[src/rtl/mag_cross_detect.sv]
// Debounces per-sample e/l/g comparator verdicts into a BELOW/ABOVE state with
// HOLD-sample hysteresis, emitting rise/fall crossing pulses and saturating event counts.
module mag_cross_detect #(
    parameter int HOLD  = 3,
    parameter int CNT_W = 8
) (
    input  logic             clk,
    input  logic             rst_n,
    input  logic             in_valid,
    input  logic             e,
    input  logic             l,
    input  logic             g,
    output logic [1:0]       state,
    output logic             rise_pulse,
    output logic             fall_pulse,
    output logic [CNT_W-1:0] rise_cnt,
    output logic [CNT_W-1:0] fall_cnt,
    output logic [CNT_W-1:0] eq_cnt,
    output logic             err
);

    typedef enum logic [1:0] {
        ST_UNKNOWN = 2'd0,
        ST_BELOW   = 2'd1,
        ST_ABOVE   = 2'd2
    } state_t;

    typedef enum logic [1:0] {
        CAND_NONE  = 2'd0,
        CAND_BELOW = 2'd1,
        CAND_ABOVE = 2'd2
    } cand_t;

    localparam logic [3:0] HOLD_L = 4'(HOLD);

    state_t           st_q, st_d;
    cand_t            cand_q, cand_d;
    logic [3:0]       run_q, run_d;
    logic             rise_d, fall_d, err_d;
    logic             rise_q, fall_q, err_q;
    logic [CNT_W-1:0] rise_cnt_q, rise_cnt_d;
    logic [CNT_W-1:0] fall_cnt_q, fall_cnt_d;
    logic [CNT_W-1:0] eq_cnt_q, eq_cnt_d;
    logic             legal;
    cand_t            dir_c;
    state_t           dir_s;

    assign legal = (e & ~l & ~g) | (~e & l & ~g) | (~e & ~l & g);
    assign dir_c = g ? CAND_ABOVE : CAND_BELOW;
    assign dir_s = g ? ST_ABOVE : ST_BELOW;

    always_comb begin
        st_d       = st_q;
        cand_d     = cand_q;
        run_d      = run_q;
        rise_d     = 1'b0;
        fall_d     = 1'b0;
        err_d      = 1'b0;
        rise_cnt_d = rise_cnt_q;
        fall_cnt_d = fall_cnt_q;
        eq_cnt_d   = eq_cnt_q;

        if (in_valid) begin
            if (!legal) begin
                cand_d = CAND_NONE;
                run_d  = 4'd0;
                err_d  = 1'b1;
            end else if (e) begin
                if (eq_cnt_q != '1) eq_cnt_d = eq_cnt_q + CNT_W'(1);
            end else begin
                if (cand_q == dir_c) begin
                    run_d = (run_q == HOLD_L) ? run_q : run_q + 4'd1;
                end else begin
                    cand_d = dir_c;
                    run_d  = 4'd1;
                end
                // Confirmation looks at the post-update run, so HOLD=1 flips on the same sample.
                if (run_d == HOLD_L && dir_s != st_q) begin
                    st_d = dir_s;
                    if (st_q == ST_BELOW) begin
                        rise_d = 1'b1;
                        if (rise_cnt_q != '1) rise_cnt_d = rise_cnt_q + CNT_W'(1);
                    end else if (st_q == ST_ABOVE) begin
                        fall_d = 1'b1;
                        if (fall_cnt_q != '1) fall_cnt_d = fall_cnt_q + CNT_W'(1);
                    end
                end
            end
        end
    end

    always_ff @(posedge clk) begin
        if (!rst_n) begin
            st_q       <= ST_UNKNOWN;
            cand_q     <= CAND_NONE;
            run_q      <= 4'd0;
            rise_q     <= 1'b0;
            fall_q     <= 1'b0;
            err_q      <= 1'b0;
            rise_cnt_q <= '0;
            fall_cnt_q <= '0;
            eq_cnt_q   <= '0;
        end else begin
            st_q       <= st_d;
            cand_q     <= cand_d;
            run_q      <= run_d;
            rise_q     <= rise_d;
            fall_q     <= fall_d;
            err_q      <= err_d;
            rise_cnt_q <= rise_cnt_d;
            fall_cnt_q <= fall_cnt_d;
            eq_cnt_q   <= eq_cnt_d;
        end
    end

    assign state      = st_q;
    assign rise_pulse = rise_q;
    assign fall_pulse = fall_q;
    assign err        = err_q;
    assign rise_cnt   = rise_cnt_q;
    assign fall_cnt   = fall_cnt_q;
    assign eq_cnt     = eq_cnt_q;

endmodule

[config.mk]
export PLATFORM = sky130hd
export DESIGN_NAME = mag_cross_detect
export DESIGN_NICKNAME = d
export VERILOG_FILES = /design/src/rtl/mag_cross_detect.sv
export SDC_FILE = /design/constraint.sdc
export NUM_CORES = 1
export LEC_CHECK = 0
export ABC_AREA = 1
export CELL_PAD_IN_SITES_DETAIL_PLACEMENT = 2
export CELL_PAD_IN_SITES_GLOBAL_PLACEMENT = 2
export CORE_ASPECT_RATIO = 1.4
export CORE_MARGIN = 1
export CORE_UTILIZATION = 26
export DETAILED_ROUTE_END_ITERATION = 16
export PLACE_DENSITY = 0.74
export SLEW_MARGIN = 20
export SYNTH_ARGS = -nofsm -noshare
export SYNTH_HDL_FRONTEND = slang
export SYNTH_SLANG_ARGS = --single-unit
export TNS_END_PERCENT = 5
[constraint.sdc]
create_clock -name clk -period 1.6 [get_ports clk]
set_clock_uncertainty 0.1 [all_clocks]
set_input_delay 0.24 -clock clk [delete_from_list [all_inputs] [get_ports clk]]
set_output_delay 0.24 -clock clk [all_outputs]
set_load 0.05 [all_outputs]
Yosys cells after proc, flatten, opt, wreduce, memory -nomap -nowiden
Cells that the tools add are included.
Cells by class
  add/sub/neg operators: 4
  mux-type cells: 14
  eq/ne operators: 11
  reduce and logical (&&, ||, !) cells: 10
  bitwise gates (word level): 16
Operators with widths (count)
  4-bit two-way mux: 7
  8-bit by 1-bit adder with 8-bit output, second input constant: 3
  8-bit inequality test, second input constant: 3
  4-bit by 2-bit == test with 1-bit output, second input constant: 2
  2-bit two-way mux: 4
  1-bit inverter: 8
  4-bit AND reduction: 2
  7-bit AND reduction: 1
  1-bit bitwise AND: 6
  6-bit AND reduction: 1
  6-bit OR reduction: 1
  5-bit OR reduction: 1
  4-bit by 1-bit adder with 4-bit output, second input constant: 1
  2-bit inequality test, second input constant: 2
  2-bit AND reduction: 2
  1-bit two-way mux: 3
  3-bit AND reduction: 1
  2-bit by 1-bit == test with 1-bit output, second input constant: 1
  2-bit == test: 1
  2-bit == test, second input constant: 1
  2-bit inequality test: 1
  1-bit OR: 2
  1-bit logical AND: 1
Storage, ports and cells
  input bits: 6
  word-level logic and storage cells: 64
  register bits: 35
  output and inout bits: 29

Longest topological paths before layout
Gate-level depths: netlist of run 1.
  word-level depth: 11
  depth in mapped cells: 12
  gate-level depth less buffers: 11

Worst setup path before layout of run 1
OpenSTA, ideal clock, no wires.
  path type: flip-flop to flip-flop
  start point: reg fall_cnt_q[0], in the netlist fall_cnt[0]
  end point: reg fall_cnt_q[0], in the netlist fall_cnt[0]
  period minus slack after synthesis: 1.899 ns
  path buffers: 1
  setup time: 0.128 ns
  setup slack: -0.299 ns
  arrival time: 1.671 ns
  data required time: 1.372 ns
  stages on the path, launching flop included: 9
  cells stage by stage: dfxtp_1 ha_1 nand3_1 o21a_1 buf_2 nand3_4 nand2_1 nand2_1 nor2_1
Between the ends
  cells in the longest elaborated chain, start to end: 2
  elaborated cells on any way between the ends: 3
  those cells by class: 1 x add/sub; 1 x eq/ne; 1 x reduce/logical
RTL lines
  from (decl): line 42  | logic [CNT_W-1:0] fall_cnt_q, fall_cnt_d;
  from (signal assigned): line 111  | fall_cnt_q <= fall_cnt_d;
  branches (longest 2 deep; another with 8-bit by 1-bit adder with 8-bit output)
Several ways; the timed one is not identified.
A chain may end at the register's enable or synchronous reset.

Worst setup path after layout of run 1
  start point: reg run_q[1]
  end point: reg rise_cnt_q[2], in the netlist rise_cnt[2]
Between the ends
  cells in the longest elaborated chain, start to end: 9
  elaborated cells on any way between the ends: 10
  those cells by class: 1 x add/sub; 2 x eq/ne; 5 x mux; 2 x reduce/logical
RTL lines
  from (decl): line 38  | logic [3:0] run_q, run_d;
  from (signal assigned): line 106  | run_q <= run_d;
  4-bit by 1-bit adder with 4-bit output / 4-bit by 2-bit == test with 1-bit output (equally long branches): line 72  | run_d = (run_q == HOLD_L) ? run_q : run_q + 4'd1;
  4-bit two-way mux (*): line 72
  4-bit two-way mux (*): line 71  | if (cand_q == dir_c) begin
  4-bit two-way mux (*): line 68  | end else if (e) begin
  4-bit two-way mux (*): line 64  | if (!legal) begin
  4-bit two-way mux (*): line 63  | if (in_valid) begin
  4-bit by 2-bit == test with 1-bit output (*): line 78  | if (run_d == HOLD_L && dir_s != st_q) begin
  1-bit logical AND (*): line 78
  6-bit AND reduction (no source line) (*)
  to (signal assigned): line 110  | rise_cnt_q <= rise_cnt_d;
  to (decl): line 41  | logic [CNT_W-1:0] rise_cnt_q, rise_cnt_d;
Every way passes the cells marked *; elsewhere a longest branch is shown, timed or not. The select of a mux whose other input is x is not followed.

==> summary.md, run 1 <==
| Metric | Value |
|---|---|
| Syn Nets | `279` |
| Grt ovf | `0` |
| Total chip power | `1796 uW` |
| # DRC | `0` |
| Drt total wl | `8.564 mm` |
| Worst slew margin | `72.66%` |
| Wire length on met2 | `4.861 mm` |
| Metal3 WL | `163 um` |
| Synth warnings | `0` |
| Final worst path period need | `1.783 ns` |
| Most used flip-flop cell after synthesis | `dfxtp_1` |
| Area grow syn2layout | `73.95%` |
| Fmax | `0.5608 GHz` |
| Crit Path Max Fanout | `12` |
| Delay-heaviest family, CP | `simple AND/OR/NAND/NOR gates` |
| CTS tree | `built` |
| PortBufs | `34` |
| Worst-skew pair later-pin latency | `0.31 ns` |
| Reg clk slew, reported paths | `0.08 ns` |
| Worst setup path start | `run_q[1]` |
| Failing checks | `negative setup slack` |
| Max cap viols | `0` |
| Post-Syn Area | `0.001936 sq mm` |
| Total core area | `0.007072 sq mm` |
| N_diodes | `0` |
| Worst Hold Path EP | `fall_pulse` |
| Synthesized area per cell | `7.196 sq um` |
| RSZ-0062 raised after global routing | `true` |
| Setup CP Type | `reg -> reg` |
| Initial Util | `27.37%` |
| Top cell type's share of synthesized area | `36.20%` |
| Final worst-path setup slack | `-0.1831 ns` |
| Row count | `36` |
| Seq/Total Area, Yosys | `36.20%` |
| DP HPWL | `5.238 mm` |
| Post-route non-filler standard cell count | `459` |
| TritonCTS Buffers | `5` |
| Cts hold-fix bufs | `0` |
| Share of layout cells above drive strength 1 | `45.60%` |
| Hold Crit Class | `reg -> reg` |
| Cells on worst reg2reg path | `10` |
| Leakage power | `0.001357 uW` |
| Via density | `4.876` |
| I/O Pins | `35` |
| Hold_sp | `state[0]` |
| Routed len/inst | `18.66 um` |
| Worst-path cell with the longest stage delay | `dfxtp_2` |
| Data required, critical path | `1.69 ns` |
| RR Startpoint | `run_q[1]` |
| Sinks on Clock Net | `35` |
| Arrival @ worst endpoint | `1.88 ns` |
| Initial antenna violation count | `0` |
| Area leader, netlist | `dfxtp_1` |
| Die area | `0.007798 sq mm` |
| End-of-flow core utilization | `47.61%` |
| Worst R2R End | `rise_cnt[2]` |
| Hold Fails Final Rpt | `0` |
| Die Span Y | `104.1 um` |
| Wl on met1 | `3.295 mm` |
| Final Setup Violations | `21` |
| H-tree depth | `2` |
| DP Cell Count | `439` |
| Vias in the first global route | `2557` |
| GRT Total Usage | `23.18%` |
| FILL cells | `787` |
| Pre-Repair DR Iteration Count | `4` |
| Pwr/cell area | `533.3 mW/mm^2` |
| Fin crit share | `111.4%` |
| Status | `finished with violations` |
| Clk root buf | `clkbuf_8` |
| Top Metal Used | `met4` |
| CP endpoint kind | `flop` |
| Slew Viols, Final | `0` |
| CTS Buffer Depth | `2` |
| Tightest Pin Transition | `0.4100 ns` |
| Post-synth ARST share | `0%` |
| VDD IR max | `403.3 uV` |
| Hold path cells | `1` |
| CP cell instances | `ha_4 -> nand3_2 -> o21ai_2 -> nand2_2 -> nor2_4 -> buf_12 -> buf_4 -> nand3_4 -> nand2_1 -> a21oi_1` |
| Count leader, synth | `nand2_1` |
| ANT nets after route | `0` |
| Number of synthesized flops with an enable pin | `0` |
| Syn Inst Count | `269` |
| CP Launch Type | `flop` |
| Die Span X | `74.92 um` |
| Nets | `373` |
| Synth area leaders | `dfxtp_1 36%, nand2_1 12%, a21oi_1 6.7%, nand4_1 6.5%, nor2_1 5.4%` |
| Commonest cells post-synth | `61 x nand2_1, 35 x dfxtp_1, 28 x nor2_1` |
| Netlist cell types | `27` |
| Wire length of the first global-routing pass | `13.42 mm` |
| CP peak stage delay | `0.36 ns` |
| Via count | `2238` |
| Largest net degree at the start of global routing | `16` |
| Starting DRT DRC Count | `53` |
| R2R Setup Slk | `-0.18 ns` |
| CP Buf/Inv Count | `2` |
| Register bit total from synthesis | `35` |
| GPL Wtd Cong | `0.7456` |
stage by stage:
stage | setup slack, ns | setup TNS [ns] | hold WS, ns | instance area (sq um)
CTS | -0.1202 | -2.050 | 0.3790 | 3256
finish | -0.1831 | -2.350 | 0.3982 | 3367
global placement | -0.3872 | -10.14 | 0.3549 | 3008
global route | -0.2504 | -4.252 | 0.4285 | 3367
detailed placement | -0.4896 | -13.07 | 0.3615 | 3008
floorplan | -0.007679 | -0.02427 | 0.3000 | 1978
routing by layer:
metal | vias to the layer above | GRT usage, %
met5 | - | 0
met4 | 0 | 7.951
met3 | 18 | 3.973
met2 | 37 | 43.37
met1 | 1108 | 24.90
li1 | 1075 | -
cell usage in the layout, fill, tap and decap left out, drive strengths merged, types with 4 or more instances in the layout:
cell / n
buf: 87
nand2: 65
dfxtp: 35
nor2: 33
inv: 30
a21oi: 26
nand4: 20
nand3: 20
o21ai: 9
xor2: 8
xnor2: 7
clkbuf: 6
ha: 4
worst max-delay path by stage:
stage / cells after the start / slack, ns / end
finish: 10 / -0.18 / rise_cnt[2]
global route: 10 / -0.25 / rise_cnt[2]
floorplan: 10 / -0.008 / rise_cnt[2]
global placement: 10 / -0.39 / fall_cnt[1]
CTS: 10 / -0.12 / rise_cnt[0]
detailed placement: 10 / -0.49 / fall_cnt[6]
timing repair:
| item | 4_1_cts | 5_1_grt |
|---|---|---|
| gates cloned | 4 | 0 |
| buffers inserted | 3 | 5 |
| endpoints found under the setup margin | 29 | 31 |
| gates resized for setup | 25 | 23 |
| pin swaps | 17 | 16 |
registers in the layout (all words and copies together) (netlist names):
register / count
rise_cnt: 8
run_q: 4
state: 2
fall_pulse: 1
eq_cnt: 8
fall_cnt: 8
rise_pulse: 1
err: 1
cand_q: 2
where the power goes:
group	switching, uW	internal, uW	leakage (uW)
logic	147	101	0.00102
registers	7.63	870	0.000295
clock network	370	300	0.0000426
area by class of cell:
type,count,area (sq um),area share (%)
Clock buffer,6,72.57,2.155
Sequential cell,35,743.2,22.07
Tap cell,95,118.9,3.530
Timing Repair Buffer,92,1067,31.70
Multi-Input combinational cell,198,1240,36.83
Inverter,31,116.4,3.456
Clock inverter,2,8.758,0.2601
logic make-up (layout without fill, tap and decap cells):
group                      after synthesis  count (layout)  share of synthesized area (%)
buffers and inverters                   39             131                          8.597
xor gates and xnor gates                15              15                          6.788
AOI/OAI and AO/OA                       37              37                          10.41
adders and majority gates                4               4                          2.586
DFF                                     35              35                          36.20
and+or+nand+nor                        139             142                          35.42
Power figures use the tool's default switching activity.
==> run 2, diff against run 1 <==
--- a/config.mk
+++ b/config.mk
@@ -11,6 +11,7 @@
 export CORE_ASPECT_RATIO = 1.4
 export CORE_MARGIN = 1
 export CORE_UTILIZATION = 26
+export CTS_CLUSTER_DIAMETER = 200
 export DETAILED_ROUTE_END_ITERATION = 16
 export PLACE_DENSITY = 0.74
 export SLEW_MARGIN = 20
==> results of run 2 <==
The final DEF is identical to that of run 1; final timing and power are the same.
==> run 3, diff against run 2 <==
--- a/config.mk
+++ b/config.mk
@@ -13,6 +13,7 @@
 export CORE_UTILIZATION = 26
 export CTS_CLUSTER_DIAMETER = 200
 export DETAILED_ROUTE_END_ITERATION = 16
+export GPL_TIMING_DRIVEN = 0
 export PLACE_DENSITY = 0.74
 export SLEW_MARGIN = 20
 export SYNTH_ARGS = -nofsm -noshare
==> run 3 against run 2 <==
Against the previous run:
- the run still ends with negative setup slack left
- first-iteration DRC count up 11%
- final cell count down 10%
- sequential power about the same
- fmax up 4.0%
==> summary.md, run 3 (synthesis gave the netlist of run 1 again) <==
| Metric | Value |
|---|---|
| FILL cells | `857` |
| Commonest non-fill, non-tap cell in the layout | `nand2_1` |
| Most frequent cells in the layout | `58 x nand2_1, 26 x nor2_1, 25 x a21oi_1` |
| Routed len/inst | `15.50 um` |
| Switching Fraction | `26.64%` |
| Int Power | `1279 uW` |
| DP HPWL | `4.286 mm` |
| Share of layout cells above drive strength 1 | `25.00%` |
| Hold Fails Final Rpt | `0` |
| R2R Setup Slk | `-0.11 ns` |
| Nets | `325` |
| Pre-Repair DR Iteration Count | `4` |
| Fin crit share | `107.1%` |
| Drt total wl | `6.372 mm` |
| Initial Util | `27.37%` |
| Busiest grt layer | `met2` |
| CTS Buffer Depth | `2` |
| Setup CP Type | `reg -> reg` |
| Leakage power | `0.001085 uW` |
| Status | `finished with violations` |
| Sequential share of power | `50.2%` |
| Row count | `36` |
| CTS tree | `built` |
| Sinks on Clock Net | `35` |
| N_diodes | `0` |
| GRT Total Usage | `16.49%` |
| Grt ovf | `0` |
| Multi-input logic area | `0.001185 sq mm` |
| H-tree depth | `2` |
| VDD IR max | `275.8 uV` |
| Worst slew margin | `57.48%` |
| Die Span X | `74.92 um` |
| Fmax | `0.5834 GHz` |
| CP Launch Type | `flop` |
| Starting DRT DRC Count | `59` |
| Sw Pwr | `464.5 uW` |
| Post-route non-filler standard cell count | `411` |
| GPL Wtd Cong | `0.6947` |
| I/O Pins | `35` |
| Final worst path period need | `1.714 ns` |
| RSZ-0062 raised after global routing | `true` |
| Slew Viols, Final | `0` |
| # DRC | `0` |
| Die Span Y | `104.1 um` |
| Met2 usage | `30.37%` |
| Largest net degree at the start of global routing | `11` |
| Final worst-path setup slack | `-0.1140 ns` |
| Clk root buf | `clkbuf_8` |
| Final Setup Violations | `21` |
| ANT nets after route | `0` |
| Initial antenna violation count | `0` |
| Tightest Pin Transition | `0.6378 ns` |
| Data required, critical path | `1.66 ns` |
| Max cap viols | `0` |
| Crit Path Max Fanout | `12` |
| Worst R2R End | `rise_cnt[2]` |
| Area grow syn2layout | `37.62%` |
| Vias in the first global route | `2075` |
| Total chip power | `1744 uW` |
| Arrival @ worst endpoint | `1.77 ns` |
| Post-Place Cell Area | `0.002427 sq mm` |
| RR Startpoint | `run_q[0]` |
| Comb pwr share | `10.8%` |
| Pwr/cell area | `654.6 mW/mm^2` |
| Cells on worst reg2reg path | `9` |
| CP endpoint | `rise_cnt[2]` |
| Met3 usage | `3.779%` |
| DP Cell Count | `397` |
| Clock power share | `39.0%` |
| CP endpoint kind | `flop` |
| Total core area | `0.007072 sq mm` |
| PortBufs | `33` |
| Via count | `1982` |
| Reg area | `743.2 sq um` |
| Final Cell Area | `0.002664 sq mm` |
| TritonCTS Buffers | `5` |
| Met1 Usage GRT | `18.11%` |
| Reg clk slew, reported paths | `0.08 ns` |
| Wire length of the first global-routing pass | `9.860 mm` |
| Worst setup path start | `run_q[0]` |
| Die area | `0.007798 sq mm` |
| Worst-skew pair later-pin latency | `0.29 ns` |
| Hold Crit Class | `in -> reg` |
| Via density | `4.822` |
| Failing checks | `negative setup slack` |
[run 3: area by class of cell]
type,instances,share of cell area [%]
Timing Repair Buffer,36,12.73
Inverter,31,4.368
Multi-Input combinational cell,198,44.48
Tap cell,95,4.462
Clock inverter,1,0.1409
Clock buffer,7,3.241
Sequential cell,35,27.90
Buffer,8,2.677
[run 3: repair_timing]
item | CTS | global route
hold buffers | 0 | 0
buffers inserted | 2 | 0
hold endpoints to repair | 0 | 0
setup endpoints to repair | 61 | 40
pin swaps | 1 | 14
gates cloned | 0 | 4
gates resized for setup | 47 | 27
[run 3: how the worst min path moves through the flow]
stage	cells past startpoint	to	slack [ns]	start
final	3	fall_cnt[1]	0.17	rst_n
after detailed placement	1	fall_pulse	0.37	state[0]
after CTS	3	state[0]	0.18	rst_n
after global routing	3	state[0]	0.19	rst_n
after floorplan	2	cand_q[1]	0.30	g
after global placement	2	cand_q[0]	0.35	cand_q[0]
[run 3: power by group through the flow]
stage | Sequential, uW | Combinational, uW | Clock (uW)
2_1_floorplan | 909 | 88.3 | 0
3_3_place_gp | 896 | 151 | 0
3_5_place_dp | 896 | 154 | 0
4_1_cts | 875 | 164 | 705
5_1_grt | 877 | 205 | 734
6_report | 876 | 188 | 679
[run 3: critical path, cell delays in order, from the launching register on]
cell and delay (ns):
dfxtp_4 0.38, ha_4 0.16, nand3_2 0.10, o21ai_2 0.14, nand2_2 0.08, nor2_4 0.16, buf_12 0.16, nand3_2 0.14
nand2_1 0.09, a21oi_1 0.06
[run 3: stage by stage]
| stage | setup slack [ns] | hold slack, ns | TNS [ns] | utilization, % |
|---|---|---|---|---|
| 5_1_grt | -0.2379 | 0.1881 | -4.416 | 37.67 |
| 3_5_place_dp | -0.5926 | 0.3689 | -17.05 | 34.32 |
| 6_report | -0.1140 | 0.1711 | -1.839 | 37.67 |
| 3_3_place_gp | -0.5510 | 0.3541 | -15.95 | 34.32 |
| 2_1_floorplan | -0.007679 | 0.3000 | -0.02427 | - |
| 4_1_cts | -0.1973 | 0.1775 | -3.790 | 35.93 |
[run 3: routing by layer]
metal / vias to the layer above / part of all wire, %
li1: 981 / -
met1: 965 / 40
met2: 26 / 56
met3: 10 / 2.7
met4: 0 / 1.8
met5: - / 0
